--- src/rtl/muladd_arb_pkg.sv ---
// Shared types and helpers for the arbitrated multiply-add pipeline.
package muladd_arb_pkg;

    localparam int MaxX  = 32;
    localparam int MaxY  = 32;
    localparam int MaxA  = 64;
    localparam int MaxId = 4;

    function automatic int id_width(input int n);
        return (n > 1) ? $clog2(n) : 1;
    endfunction

    // Fields are sized for the widest legal configuration.
    typedef struct packed {
        logic            valid;
        logic [MaxX-1:0] x;
        logic [MaxY-1:0] y;
        logic [MaxA-1:0] a;
        logic [MaxId-1:0] id;
    } stage_t;

endpackage

--- src/rtl/MulAddUns.sv ---
// Unsigned P = X*Y + A, truncated to widthA bits.
module MulAddUns #(
    parameter int widthX = 8,
    parameter int widthY = 8,
    parameter int widthA = 20,
    parameter int speed  = 0
) (
    input  logic [widthX-1:0] x,
    input  logic [widthY-1:0] y,
    input  logic [widthA-1:0] a,
    output logic [widthA-1:0] p
);

    assign p = widthA'(x) * widthA'(y) + a;

endmodule

--- src/rtl/muladd_rr_arb.sv ---
// Round-robin arbiter; pointer holds the last granted index.
module muladd_rr_arb
    import muladd_arb_pkg::*;
#(
    parameter  int NumReq = 4,
    localparam int IdW    = id_width(NumReq)
) (
    input  logic              clk,
    input  logic              rst,
    input  logic [NumReq-1:0] valid,
    input  logic              advance,
    output logic [NumReq-1:0] grant,
    output logic [IdW-1:0]    grant_id
);

    logic [IdW-1:0] ptr;
    logic [IdW-1:0] hi_sel;
    logic [IdW-1:0] lo_sel;
    logic           hi_any;
    logic           lo_any;

    always_ff @(posedge clk) begin
        if (rst) begin
            ptr <= IdW'(NumReq - 1);
        end else if (advance) begin
            ptr <= grant_id;
        end
    end

    // Lowest valid index above ptr wins, else lowest valid overall.
    always_comb begin
        hi_sel = '0;
        lo_sel = '0;
        hi_any = 1'b0;
        lo_any = 1'b0;
        for (int i = NumReq - 1; i >= 0; i--) begin
            if (valid[i]) begin
                lo_sel = IdW'(i);
                lo_any = 1'b1;
                if (IdW'(i) > ptr) begin
                    hi_sel = IdW'(i);
                    hi_any = 1'b1;
                end
            end
        end
        grant_id = hi_any ? hi_sel : lo_sel;
        grant    = '0;
        if (lo_any) begin
            grant[grant_id] = 1'b1;
        end
    end

endmodule

--- src/rtl/muladd_arb.sv ---
// Round-robin arbitrated two-stage multiply-add pipeline.
module muladd_arb
    import muladd_arb_pkg::*;
#(
    parameter int NumReq = 4,
    parameter int widthX = 8,
    parameter int widthY = 8,
    parameter int widthA = 20,
    parameter int speed  = 0
) (
    input  logic                       clk_i,
    input  logic                       rst_i,
    input  logic [NumReq-1:0]          req_valid_i,
    output logic [NumReq-1:0]          req_ready_o,
    input  logic [NumReq*widthX-1:0]   req_x_i,
    input  logic [NumReq*widthY-1:0]   req_y_i,
    input  logic [NumReq*widthA-1:0]   req_a_i,
    output logic                       res_valid_o,
    input  logic                       res_ready_i,
    output logic [widthA-1:0]          res_p_o,
    output logic [id_width(NumReq)-1:0] res_id_o,
    output logic                       busy_o
);

    localparam int IdW = id_width(NumReq);

    stage_t              s1;
    logic                s2_valid;
    logic [widthA-1:0]   s2_p;
    logic [IdW-1:0]      s2_id;
    logic [widthA-1:0]   p;
    logic [NumReq-1:0]   grant;
    logic [IdW-1:0]      grant_id;
    logic                s1_open;
    logic                s2_open;
    logic                accept;
    logic [widthX-1:0]   op_x;
    logic [widthY-1:0]   op_y;
    logic [widthA-1:0]   op_a;
    logic                unused_s1;

    assign s2_open     = !s2_valid || res_ready_i;
    assign s1_open     = !s1.valid || s2_open;
    assign req_ready_o = (rst_i || !s1_open) ? '0 : grant;
    assign accept      = |req_ready_o;

    muladd_rr_arb #(
        .NumReq(NumReq)
    ) u_arb (
        .clk     (clk_i),
        .rst     (rst_i),
        .valid   (req_valid_i),
        .advance (accept),
        .grant   (grant),
        .grant_id(grant_id)
    );

    always_comb begin
        op_x = '0;
        op_y = '0;
        op_a = '0;
        for (int k = 0; k < NumReq; k++) begin
            if (grant[k]) begin
                op_x = req_x_i[k*widthX +: widthX];
                op_y = req_y_i[k*widthY +: widthY];
                op_a = req_a_i[k*widthA +: widthA];
            end
        end
    end

    MulAddUns #(
        .widthX(widthX),
        .widthY(widthY),
        .widthA(widthA),
        .speed (speed)
    ) u_muladd (
        .x(s1.x[widthX-1:0]),
        .y(s1.y[widthY-1:0]),
        .a(s1.a[widthA-1:0]),
        .p(p)
    );

    always_ff @(posedge clk_i) begin
        if (rst_i) begin
            s1       <= '0;
            s2_valid <= 1'b0;
            s2_p     <= '0;
            s2_id    <= '0;
        end else begin
            if (s1_open) begin
                s1.valid <= accept;
                if (accept) begin
                    s1.x  <= MaxX'(op_x);
                    s1.y  <= MaxY'(op_y);
                    s1.a  <= MaxA'(op_a);
                    s1.id <= MaxId'(grant_id);
                end
            end
            if (s2_open) begin
                s2_valid <= s1.valid;
                if (s1.valid) begin
                    s2_p  <= p;
                    s2_id <= s1.id[IdW-1:0];
                end
            end
        end
    end

    // Upper struct bits beyond the configured widths stay zero.
    assign unused_s1 = ^{s1.x, s1.y, s1.a, s1.id};

    assign res_valid_o = s2_valid;
    assign res_p_o     = s2_p;
    assign res_id_o    = s2_id;
    assign busy_o      = s1.valid || s2_valid;

endmodule

--- config.mk ---
export PLATFORM = sky130hd
export DESIGN_NAME = muladd_arb
export DESIGN_NICKNAME = d
export VERILOG_FILES = /design/src/rtl/muladd_arb_pkg.sv /design/src/rtl/MulAddUns.sv /design/src/rtl/muladd_rr_arb.sv /design/src/rtl/muladd_arb.sv
export SDC_FILE = /design/constraint.sdc
export NUM_CORES = 1
export LEC_CHECK = 0
export ABC_AREA = 1
export CAP_MARGIN = 20
export CORE_ASPECT_RATIO = 2
export CORE_UTILIZATION = 55
export CTS_BUF_LIST = sky130_fd_sc_hd__clkbuf_16
export CTS_CLUSTER_SIZE = 40
export DETAILED_ROUTE_END_ITERATION = 16
export DONT_BUFFER_PORTS = 1
export GPL_TIMING_DRIVEN = 0
export PLACE_DENSITY = 0.7
export SETUP_SLACK_MARGIN = 0.5
export SKIP_LAST_GASP = 1
export SLEW_MARGIN = 20
export SYNTH_ARGS = -nofsm -noshare
export SYNTH_HDL_FRONTEND = slang
export SYNTH_HIERARCHICAL = 1
export SYNTH_SLANG_ARGS = --single-unit
--- constraint.sdc ---
create_clock -name clk_i -period 5.3 [get_ports clk_i]
set_input_delay 0.53 -clock clk_i [delete_from_list [all_inputs] [get_ports clk_i]]
set_output_delay 0.53 -clock clk_i [all_outputs]
set_load 0.05 [all_outputs]
Word level (Yosys, flattened, before mapping)
Index checks and enable logic that the tools add are counted.
- input port bits: 151
- output and inout bits: 28
- memories: 0
- bits in read-only memories: 0
- bits in latches: 0
- RAM bits: 0
- word-level logic and storage cells: 69
- register bits after elaboration: 64
- multiply operators: 1
- multiplexer cells: 41
- reduce and logical (&&, ||, !) cells: 11
- shift operators: 0
- eq/ne operators: 0
- add/subtract/negate cells: 1
- bitwise gates (word level): 0
- divide/modulo/power cells: 0
- $lt $le $gt $ge: 6
- operators by type and width (cell ; number):
    2-to-1 mux 20 bit ; 4
    2-to-1 mux 8 bit ; 8
    2-to-1 mux 2 bit ; 13
    adder 16 x 20 -> 20 bit ; 1
    multiplier 8 x 8 -> 16 bit ; 1
    2-to-1 mux 1 bit ; 13
    2-to-1 mux 4 bit ; 2
    > comparator 1 x 2 -> 1 bit (first input constant) ; 2
    > comparator 2 bit (first input constant) ; 2
    logical OR 1 bit ; 4
    AND reduction 2 bit ; 2
    OR reduction 4 bit ; 1
    zero test 1 bit ; 3
    < comparator 2 x 3 -> 1 bit (second input constant) ; 1
    demux 1 bit (select 2 bit) ; 1
    >= comparator 2 x 1 -> 1 bit (second input constant) ; 1
    logical AND 1 bit ; 1

Logic depth before layout (Yosys ltp)
Gate-level depths: netlist of the first run.
- depth after elaboration: 19
- mapped depth: 22
- gate-level depth less buffers: 21

By module
Netlist of the first run, hierarchy kept.
- modules (own cells, without submodules) (module ; times used ; cells each ; area each (µm²) ; sequential area each (µm²)):
    muladd_arb ; 1 ; 638 ; 3832.4 ; 1241.2
    MulAddUns ; 1 ; 479 ; 3109.2 ; 0.0
    muladd_rr_arb ; 1 ; 36 ; 186.4 ; 40.0

Worst setup path after synthesis of the first run
OpenSTA, ideal clock, no wires.
- path type: reg-to-reg
- start: register s1[105] (netlist name)
- end: register s2_p[19], in the netlist res_p_o[19]
- slack: 1270 ps
- data required time: 5184 ps
- path buffers: 1
- setup time: 116 ps
- clock period less this slack: 4030 ps
- cell stages (with the launch flop): 21
- data arrival time: 3914 ps
- path through: dfxtp_1 -> clkbuf_1 -> nand2_1 -> fa_1 -> inv_1 -> fa_1 -> fa_1 -> inv_1 -> fa_1 -> inv_1 -> ha_1 -> nand2_1 -> inv_1 -> a21oi_1 -> nand2_2 -> nand2_1 -> nand2_1 -> nand2_1 -> nand2_1 -> o21ai_0 -> nor2_1
- word-level cells in the longest chain between the ends: 2
- RTL lines (item ; RTL line ; source):
    multiplier 8 x 8 -> 16 bit ; MulAddUns.sv:14 ; assign p = widthA'(x) * widthA'(y) + a;
    adder 16 x 20 -> 20 bit ; MulAddUns.sv:14 ;
    via p[19] ; muladd_arb.sv:31 ; logic [widthA-1:0] p;
    to (signal assigned) ; muladd_arb.sv:102 ; s2_p <= p;
    to (decl) ; muladd_arb.sv:29 ; logic [widthA-1:0] s2_p;
The timed path passes the listed nets, and every way through them passes these cells.
A chain may end at the register's enable or synchronous reset.

Final worst setup path of the first run
- start: register s1[74] (netlist name)
- end: register s2_p[18], in the netlist res_p_o[18]
- word-level cells in the longest chain between the ends: 2
- RTL lines (item ; RTL line):
    multiplier 8 x 8 -> 16 bit ; MulAddUns.sv:14
    adder 16 x 20 -> 20 bit ; MulAddUns.sv:14
    via p[18] ; muladd_arb.sv:31
The timed path passes the listed nets, and every way through them passes these cells.

==> out/qor.csv, run 1 <==
stage;metric;value;unit
finish;fin area;7632;um^2
synthesis;Post-synth top cells;nand2_1 (313), inv_1 (219), nor2_1 (127);
setup_path;CP dominant cell by count;nand2_1;
timing;Hold Fails Final Rpt;0;
finish;# fillers;1332;
place;Placer Congestion;0.9151;
synthesis;Synth Area per Inst;6.182;um^2
hold_path;Hold Path Class;in -> reg;
setup_path;critical path arrival;4740;ps
drt;via/cell ratio;5.018;
grt;largest net degree at the start of global routing;12;
place;IO Port Bufs;0;
setup_path;Max stage delay cell, worst path;fa_1;
setup_path;Critical Path Max Stage Delay;550;ps
power;portion of total power attributed to combinational logic;63.7;%
synthesis;Synth Flop Type;dfxtp_1;
finish;nets;1406;
floorplanning;Initial Utilization;56.45;%
synthesis;#FFs+latches synth;64;
place;Placement Cell Area;7316;um^2
place;hpwl dp;14660;um
setup_path;Worst setup EP type;register;
timing;Slew Limit Fails;0;
finish;Storage cell area;1281;um^2
drt;DR WL/cell;13.26;um
setup_path;Buf+Inv Stages, Crit Path;4;
power;PwrDens;560.9;nW/um^2
synthesis;most instantiated library cell after synthesis;nand2_1;
drt;via count;6619;
floorplanning;die area;13450;um^2
cts;Clock Latency Late Sink;340;ps
synthesis;Synth top area share;17.97;%
grt;initial antenna violation count;0;
finish;layout cells sized above 1;7.442;%
power;Clk network pwr share;14.8;%
timing;Slew @ Worst Pin;881.5;ps
power;switch share;52.02;%
grt;vias in the first global route;6654;
power;VDD IR max;0.0003630;V
floorplanning;core area;12630;um^2
synthesis;Synth warnings;6;
grt;total track usage;28.03;%
setup_path;Worst Setup Start Kind;register;
setup_path;worst-path maximum fanout;8;
finish;Area growth syn-to-layout;7.074;%
cts;CTS Buffer Depth;2;
floorplanning;die width;82.50;um
drt;drt total wl;17500;um
synthesis;Synth async-reset ratio;0;%
finish;ANT cells;0;
finish;Final Util;60.44;%
outcome;status;complete, no violations;
flow_run;max-cap viol count;0;
setup_path;CP Cell Sequence;clkbuf_1 -> nand2_1 -> fa_1 -> fa_1 -> inv_1 -> fa_1 -> inv_1 -> fa_1 -> inv_1 -> ha_1 -> nand2_1 -> nand2_1 -> a21oi_1 -> nand2_1 -> nand2_1 -> nand2_1 -> nand2_1 -> nand2_1 -> o21ai_0 -> nor2_1;
grt;grt ovf;0;
timing;setup_tns;0;ps
synthesis;Synth area leader;dfxtp_1;
synthesis;syn_nets;1395;
timing;Max Fclk;221.7;MHz
setup_path;Crit Path Category;reg -> reg;
finish;Multi-input gate area;4657;um^2
floorplanning;row count;58;
cts;Clk pin slew, worst setup/hold paths;60;ps
cts;Post-CTS Hold Buffers;0;
power;Sw Pwr;2.227;mW
power;P_leak;4.404;nW
setup_path;Data required, critical path;5530;ps
power;Int Pwr;2.054;mW
timing;RSZ-0062 raised after global routing;false;
synthesis;Synth area leaders;dfxtp_1 (18%), nand2_1 (16%), fa_1 (14%);
floorplanning;# IOs;179;
drt;Routed Antenna Nets;0;
timing;Slew HR;41.02;%
synthesis;synth unique cells;29;
setup_path;cell family contributing the most delay on the critical path;adder cells;
cts;TritonCTS clock tree;yes;
timing;Tmin final;4511;ps
cts;clk root buf;clkbuf_16;
timing;Setup violations, final;0;
synthesis;Post-Syn Area;7128;um^2
timing;Max Clock Skew;9.282;ps
synthesis;post-synthesis cell count;1153;
drt;DR pass1 iterations;4;
cts;cts bufs inserted;9;
grt;first-pass GRT wire length;28900;um
synthesis;Seq/Total Area, Yosys;17.97;%
power;Sequential Power Share;21.5;%
floorplanning;Die Span Y;163.0;um
timing;crit share post-route;85.12;%
drt;DRC viols;0;
synthesis;number of flops mapped to enable cells by yosys;0;
cts;H-tree levels;3;
cts;clock sink total;64;
drt;Iter 0 DRT Violations;227;
-- cells in the final DEF, fill, tap and decap left out, types with 4 or more instances in the layout --
cell	instances
clkbuf_1	24
nand2_2	14
nor2_1	127
xor2_1	6
inv_2	8
o21ai_0	23
inv_1	220
clkbuf_16	9
fa_1	50
nand3_1	121
nand2_1	313
ha_1	41
buf_2	19
nor3_2	4
or2_0	36
a21oi_1	50
buf_4	11
dfxtp_1	64
-- metrics by stage --
stage	power (mW)	hold WS [ps]	setup WS (ps)	std cells
after floorplan	3.084	429.4	1270	1153
after global placement	3.602	452.3	843.4	1303
after detailed placement	3.650	451.5	777.1	1303
after CTS	4.313	239.7	739.4	1319
after global routing	4.784	238.0	505.0	1319
final	4.281	250.9	788.8	1319
-- sequential cells by signal, indices dropped and copies added (netlist names) --
register / cells
u_arb/ptr: 2
res_valid_o: 1
res_p_o: 20
res_id_o: 2
s1: 39
-- routing by layer --
layer,track usage [%],routed length [um]
met1,27.48,6361
met3,4.034,652
met5,0,0
met2,54.73,9846
met4,12.38,635
-- power groups by stage --
stage                     Clock, mW  Combinational, mW  Sequential, mW
final                         0.633               2.73           0.920
after floorplan                   0               2.18           0.901
after global routing          0.664               3.17           0.948
after CTS                     0.644               2.75           0.923
after detailed placement          0               2.72           0.932
after global placement            0               2.68           0.927
-- logic make-up after synthesis --
family / share of synthesized area, %
flip-flops: 17.97
buffers and inverters: 16.69
AO/OA/AOI/OAI: 5.617
XOR/XNOR: 0.8601
AND/OR/NAND/NOR: 37.62
adder cells (fa/ha/maj): 21.24
-- final timing paths --
check                                   from           end  slack, ps  cells past startpoint
worst max register to register        s1[74]   res_p_o[18]        790                     20
worst max-delay path                  s1[74]   res_p_o[18]        790                     20
worst min-delay path                   rst_i   res_valid_o        250                      1
worst min register to register  u_arb/ptr[0]  u_arb/ptr[0]        460                      2
-- cell type report --
| type | instances | area share, % |
|---|---|---|
| flip-flops and latches | 64 | 16.79 |
| clock inverters | 7 | 1.148 |
| multi-input cells | 797 | 61.02 |
| inverters | 230 | 11.39 |
| well taps | 150 | 2.459 |
| plain buffers | 62 | 4.246 |
| clock buffers | 9 | 2.951 |
-- repair_timing --
item                                    CTS  global route
gates resized for setup                   0             7
endpoints found under the setup margin    0             4
buffers inserted                          0             0
No activity file was read; power rests on OpenSTA's default activity.
==> inputs of run 2 (changes only) <==
Clock period 5.3 ns to 5.7 ns, I/O delays scaled along.
==> run 2 against run 1 <==
  * Sequential share of layout area is essentially flat
  * Global-route usage did not move
  * Sequential power is 7.0% lower
  * Count of clock-buffer cells in the layout unchanged
  * Highest routed layer unchanged
  * Non-clock buffer count unchanged
  * Largest power group unchanged
  * Clock skew increased by 0.61 ps
  * Critical path depth unchanged
  * Worst hold slack improved by 40 ps
  * First-iteration DRC count increased by 2.6%
  * Critical path type unchanged
  * Register-to-register slack gained 370 ps
  * Sequential cell count stayed put
==> out/qor.csv, run 2 (synthesis results as in run 1) <==
stage;metric;value;unit
outcome;status;complete, no violations;
setup_path;R2R Path End;res_p_o[18];
finish;ANT cells;0;
timing;Max Fclk;220.0;MHz
floorplanning;core area;12630;um^2
timing;Slew HR;41.02;%
finish;Final Util;60.41;%
hold_path;Hold Path Class;in -> reg;
flow_run;max-cap viol count;0;
grt;initial antenna violation count;0;
finish;max reg flops;39;
power;PwrDens;521.2;nW/um^2
floorplanning;# IOs;179;
timing;Max Clock Skew;9.896;ps
setup_path;Worst R2R Start;s1[100];
drt;DR pass1 iterations;4;
hold_path;Hold Path Cell Cnt;1;
setup_path;Worst setup EP type;register;
timing;crit share post-route;79.73;%
timing;Hold Fails Final Rpt;0;
finish;non-filler cells, final;1319;
drt;DR WL/cell;13.28;um
setup_path;Crit Path Category;reg -> reg;
finish;Area growth syn-to-layout;7.021;%
drt;via/cell ratio;5.004;
floorplanning;die area;13450;um^2
timing;Tmin final;4545;ps
setup_path;Data required, critical path;5930;ps
hold_path;Endpoint, Worst Hold;res_valid_o;
place;pre-CTS WS;1177;ps
finish;layout cells sized above 1;7.186;%
timing;setup ws final;1155;ps
drt;DRC viols;0;
hold_path;Hold Crit Start;rst_i;
setup_path;number of cells on the worst reg-to-reg path;20;
place;Placer Congestion;0.9151;
timing;Slew Limit Fails;0;
cts;Post-CTS Setup Inserts;0;
grt;largest net degree at the start of global routing;12;
cts;Clk pin slew, worst setup/hold paths;60;ps
timing;setup_tns;0;ps
cts;clk root buf;clkbuf_16;
cts;TritonCTS clock tree;yes;
place;Placement Cell Area;7316;um^2
place;IO Port Bufs;0;
setup_path;R2R Setup Slk;1160;ps
grt;grt ovf;0;
finish;Largest Register;s1;
finish;nets;1406;
grt;vias in the first global route;6654;
setup_path;critical path arrival;4780;ps
place;Inst Count DP;1303;
timing;worst hold slack;290.9;ps
setup_path;Worst Setup Start Kind;register;
power;VDD IR max;0.0003375;V
finish;fin area;7629;um^2
finish;commonest non-fill, non-tap cell in the layout;nand2_1;
timing;Slew @ Worst Pin;881.5;ps
setup_path;worst-path maximum fanout;8;
finish;# fillers;1330;
cts;Clock Latency Late Sink;340;ps
drt;Iter 0 DRT Violations;233;
floorplanning;Initial Utilization;56.45;%
grt;first-pass GRT wire length;28900;um
drt;via count;6600;
power;Final Power;3.976;mW
cts;cts bufs inserted;9;
drt;drt total wl;17520;um
cts;Post-CTS Hold Buffers;0;
power;P_leak;4.394;nW
floorplanning;die width;82.50;um
grt;total track usage;28.03;%
cts;clock sink total;64;
floorplanning;row count;58;
setup_path;CP startpoint;s1[100];
finish;leading cell types in the layout, fill and taps excluded;nand2_1 (313), inv_1 (220), nor2_1 (127), nand3_1 (121), dfxtp_1 (64);
timing;Setup violations, final;0;
cts;cts repair resizes;0;
place;hpwl dp;14660;um
floorplanning;Die Span Y;163.0;um
timing;RSZ-0062 raised after global routing;false;
cts;H-tree levels;3;
drt;Routed Antenna Nets;0;
cts;CTS Buffer Depth;2;
## run 2: final cells by class
| class | count | area [um^2] | share of cell area (%) |
|---|---|---|---|
| Sequential cell | 64 | 1281 | 16.80 |
| Inverter | 230 | 869.6 | 11.40 |
| Buffer | 62 | 320.3 | 4.199 |
| Multi-Input combinational cell | 797 | 4657 | 61.05 |
| Clock inverter | 7 | 87.58 | 1.148 |
| Tap cell | 150 | 187.7 | 2.460 |
| Clock buffer | 9 | 225.2 | 2.952 |
## run 2: per-layer routing
metal	wire length, um	vias to the layer above	track usage (%)
met5	0	-	0
met4	612	0	12.38
met3	663	37	4.034
met2	9862	191	54.73
met1	6381	2917	27.48
li1	-	3455	-
## run 2: worst max path at each step
stage             endpoint  slack [ps]
4_1_cts        res_p_o[18]        1140
6_report       res_p_o[18]        1160
3_3_place_gp   res_p_o[18]        1240
5_1_grt        res_p_o[19]         840
3_5_place_dp   res_p_o[18]        1180
2_1_floorplan  res_p_o[19]        1670
## run 2: where the power goes
group / total (mW) / internal, mW / switching (mW)
clock network: 0.589 / 0.379 / 0.210
registers: 0.856 / 0.611 / 0.245
logic: 2.53 / 0.918 / 1.61
total: 3.98 / 1.91 / 2.07
## run 2: critical path: stages (launching register included)
cell,delay (ps)
dfxtp_1,320
clkbuf_1,370
nand2_1,160
fa_1,530
fa_1,550
inv_1,60
fa_1,530
inv_1,60
fa_1,530
inv_1,40
ha_1,350
nand2_1,100
nand2_1,70
a21oi_1,120
nand2_1,160
nand2_1,120
nand2_1,50
nand2_1,50
nand2_1,40
o21ai_0,170
nor2_1,60
==> inputs of run 3 (changes only) <==
Clock period 5.7 ns to 4.6 ns, I/O delays scaled along.
==> run 3 against run 2 <==
  * Utilization up 3.2 points
  * First-iteration DRC count is 2.6% lower
  * Global-route usage is 0.25 points higher
  * Setup slack got worse by 520 ps
  * Worst hold slack worse by 120 ps
  * Routed wire length increased by 3.1%
  * Count of clock-buffer cells in the layout stayed put
  * Critical path depth did not move
  * Critical endpoint unchanged
  * Clock skew is 0.83 ps higher
  * Sequential share of layout area shrank 0.63 points
  * Critical path type unchanged
  * Final cell count is 0.53% higher
==> out/qor.csv, run 3 (synthesis results as in run 1) <==
stage;metric;value;unit
outcome;status;complete, no violations;
setup_path;Crit Path Category;reg -> reg;
setup_path;Buf+Inv Stages, Crit Path;4;
drt;DR WL/cell;13.62;um
timing;setup_tns;0;ps
place;hpwl dp;14660;um
cts;cts bufs inserted;9;
setup_path;Max stage delay cell, worst path;fa_1;
cts;Clock Latency Late Sink;340;ps
floorplanning;core area;12630;um^2
grt;grt ovf;0;
setup_path;Worst Setup Start Kind;register;
place;IO Port Bufs;0;
setup_path;Critical Path Max Stage Delay;530;ps
finish;Area growth syn-to-layout;12.71;%
place;Placement Cell Area;7316;um^2
floorplanning;row count;58;
timing;Slew Limit Fails;0;
drt;via count;6679;
grt;largest net degree at the start of global routing;12;
setup_path;Worst setup EP type;register;
cts;clock sink total;64;
place;Placer Congestion;0.9151;
drt;DRC viols;0;
cts;Clk pin slew, worst setup/hold paths;60;ps
finish;commonest non-fill, non-tap cell in the layout;nand2_1;
cts;H-tree levels;3;
timing;crit share post-route;86.13;%
setup_path;cell family contributing the most delay on the critical path;adder cells;
timing;Hold Fails Final Rpt;0;
finish;layout cells sized above 1;13.69;%
setup_path;R2R Setup Slk;640;ps
setup_path;Data required, critical path;4840;ps
finish;fin area;8034;um^2
timing;RSZ-0062 raised after global routing;true;
setup_path;critical path arrival;4200;ps
finish;Largest Register;s1;
place;Inst Count DP;1303;
cts;Post-CTS Hold Buffers;0;
floorplanning;Die Span Y;163.0;um
setup_path;CP dominant cell by count;nand2_1;
finish;leading cell types in the layout, fill and taps excluded;nand2_1 (293), inv_1 (217), nor2_1 (127), nand3_1 (121), dfxtp_1 (50);
timing;Max Clock Skew;10.73;ps
finish;nets;1413;
drt;Iter 0 DRT Violations;227;
timing;Slew HR;39.98;%
floorplanning;Initial Utilization;56.45;%
grt;initial antenna violation count;0;
timing;Max Fclk;252.4;MHz
drt;Routed Antenna Nets;0;
timing;Setup violations, final;0;
power;P_leak;4.514;nW
grt;total track usage;28.28;%
drt;DR pass1 iterations;4;
drt;drt total wl;18060;um
timing;Slew @ Worst Pin;897.1;ps
drt;via/cell ratio;5.037;
finish;Multi-input gate area;4842;um^2
setup_path;worst-path maximum fanout;8;
floorplanning;die width;82.50;um
power;VDD IR max;0.0004267;V
timing;Tmin final;3962;ps
cts;clk root buf;clkbuf_16;
floorplanning;# IOs;179;
hold_path;Hold Path Class;in -> reg;
power;PwrDens;670.9;nW/um^2
floorplanning;die area;13450;um^2
finish;non-filler cells, final;1326;
finish;Storage cell area;1299;um^2
cts;CTS Buffer Depth;2;
finish;# fillers;1282;
setup_path;CP Cell Sequence;buf_8 -> nand2_1 -> fa_1 -> fa_1 -> inv_1 -> fa_1 -> inv_1 -> fa_1 -> inv_1 -> ha_4 -> nand2_1 -> nand2_2 -> a21oi_2 -> nand2_4 -> nand2_2 -> nand2_1 -> nand2_1 -> nand2_1 -> o21ai_1 -> nor2_1;
finish;max reg flops;39;
cts;TritonCTS clock tree;yes;
grt;first-pass GRT wire length;29160;um
finish;ANT cells;0;
flow_run;max-cap viol count;0;
grt;vias in the first global route;6702;
==> run 3: cell types whose count changed in the layout (fill, tap and decap cells not counted), moves of 6 or more <==
cell | previous run | this run
a21oi_1 | 50 | 44
a21oi_2 | 0 | 6
buf_4 | 11 | 18
buf_6 | 3 | 11
buf_8 | 0 | 8
clkbuf_1 | 28 | 12
dfxtp_1 | 64 | 50
dfxtp_2 | 0 | 14
ha_1 | 41 | 34
ha_4 | 0 | 7
nand2_1 | 313 | 293
nand2_2 | 14 | 31
o21ai_0 | 23 | 17
o21ai_1 | 2 | 8
==> run 3: final timing paths <==
path         depth (start not counted)          from           end
max                                 20       s1[105]   res_p_o[18]
min                                  1         rst_i   res_valid_o
max reg2reg                         20       s1[105]   res_p_o[18]
min reg2reg                          2  u_arb/ptr[0]  u_arb/ptr[0]
==> run 3: power breakdown <==
group | internal [mW] | total, mW | switching [mW]
sequential | 0.769 | 1.09 | 0.324
clock | 0.469 | 0.736 | 0.266
combinational | 1.44 | 3.56 | 2.12
==> run 3: layer usage <==
metal / wire [um] / vias to the layer above / global-route usage, %
met1: 6568 / 2987 / 27.83
met3: 635 / 46 / 3.922
met5: 0 / - / 0
li1: - / 3470 / -
met4: 684 / 0 / 13.09
met2: 10170 / 176 / 54.92
==> run 3: layout make-up <==
class                           instances  share of cell area, %
Buffer                                 62                  5.856
Clock buffer                            9                  2.803
Clock inverter                          7                  1.090
Inverter                              230                  10.82
Multi-Input combinational cell        797                  60.27
Sequential cell                        64                  16.17
Tap cell                              150                  2.336
Timing Repair Buffer                    7                 0.6541
==> run 3: per-stage QoR <==
| step | worst slack (ps) | util (%) | hold WS (ps) | total power, mW |
|---|---|---|---|---|
| floorplan | 570.1 | - | 429.4 | 3.554 |
| global placement | 143.4 | 57.94 | 452.3 | 4.150 |
| detailed placement | 77.13 | 57.94 | 451.5 | 4.205 |
| CTS | 503.3 | 62.03 | 169.7 | 5.211 |
| global route | 474.0 | 63.62 | 168.0 | 5.943 |
| finish | 638.2 | 63.62 | 174.9 | 5.390 |
==> run 3: repair_timing <==
action	in CTS	in global routing
gates resized for setup	54	74
pin swaps	3	34
setup buffers	0	7
endpoints found under the hold margin	0	0
gates cloned	0	0
endpoints found under the setup margin	12	12
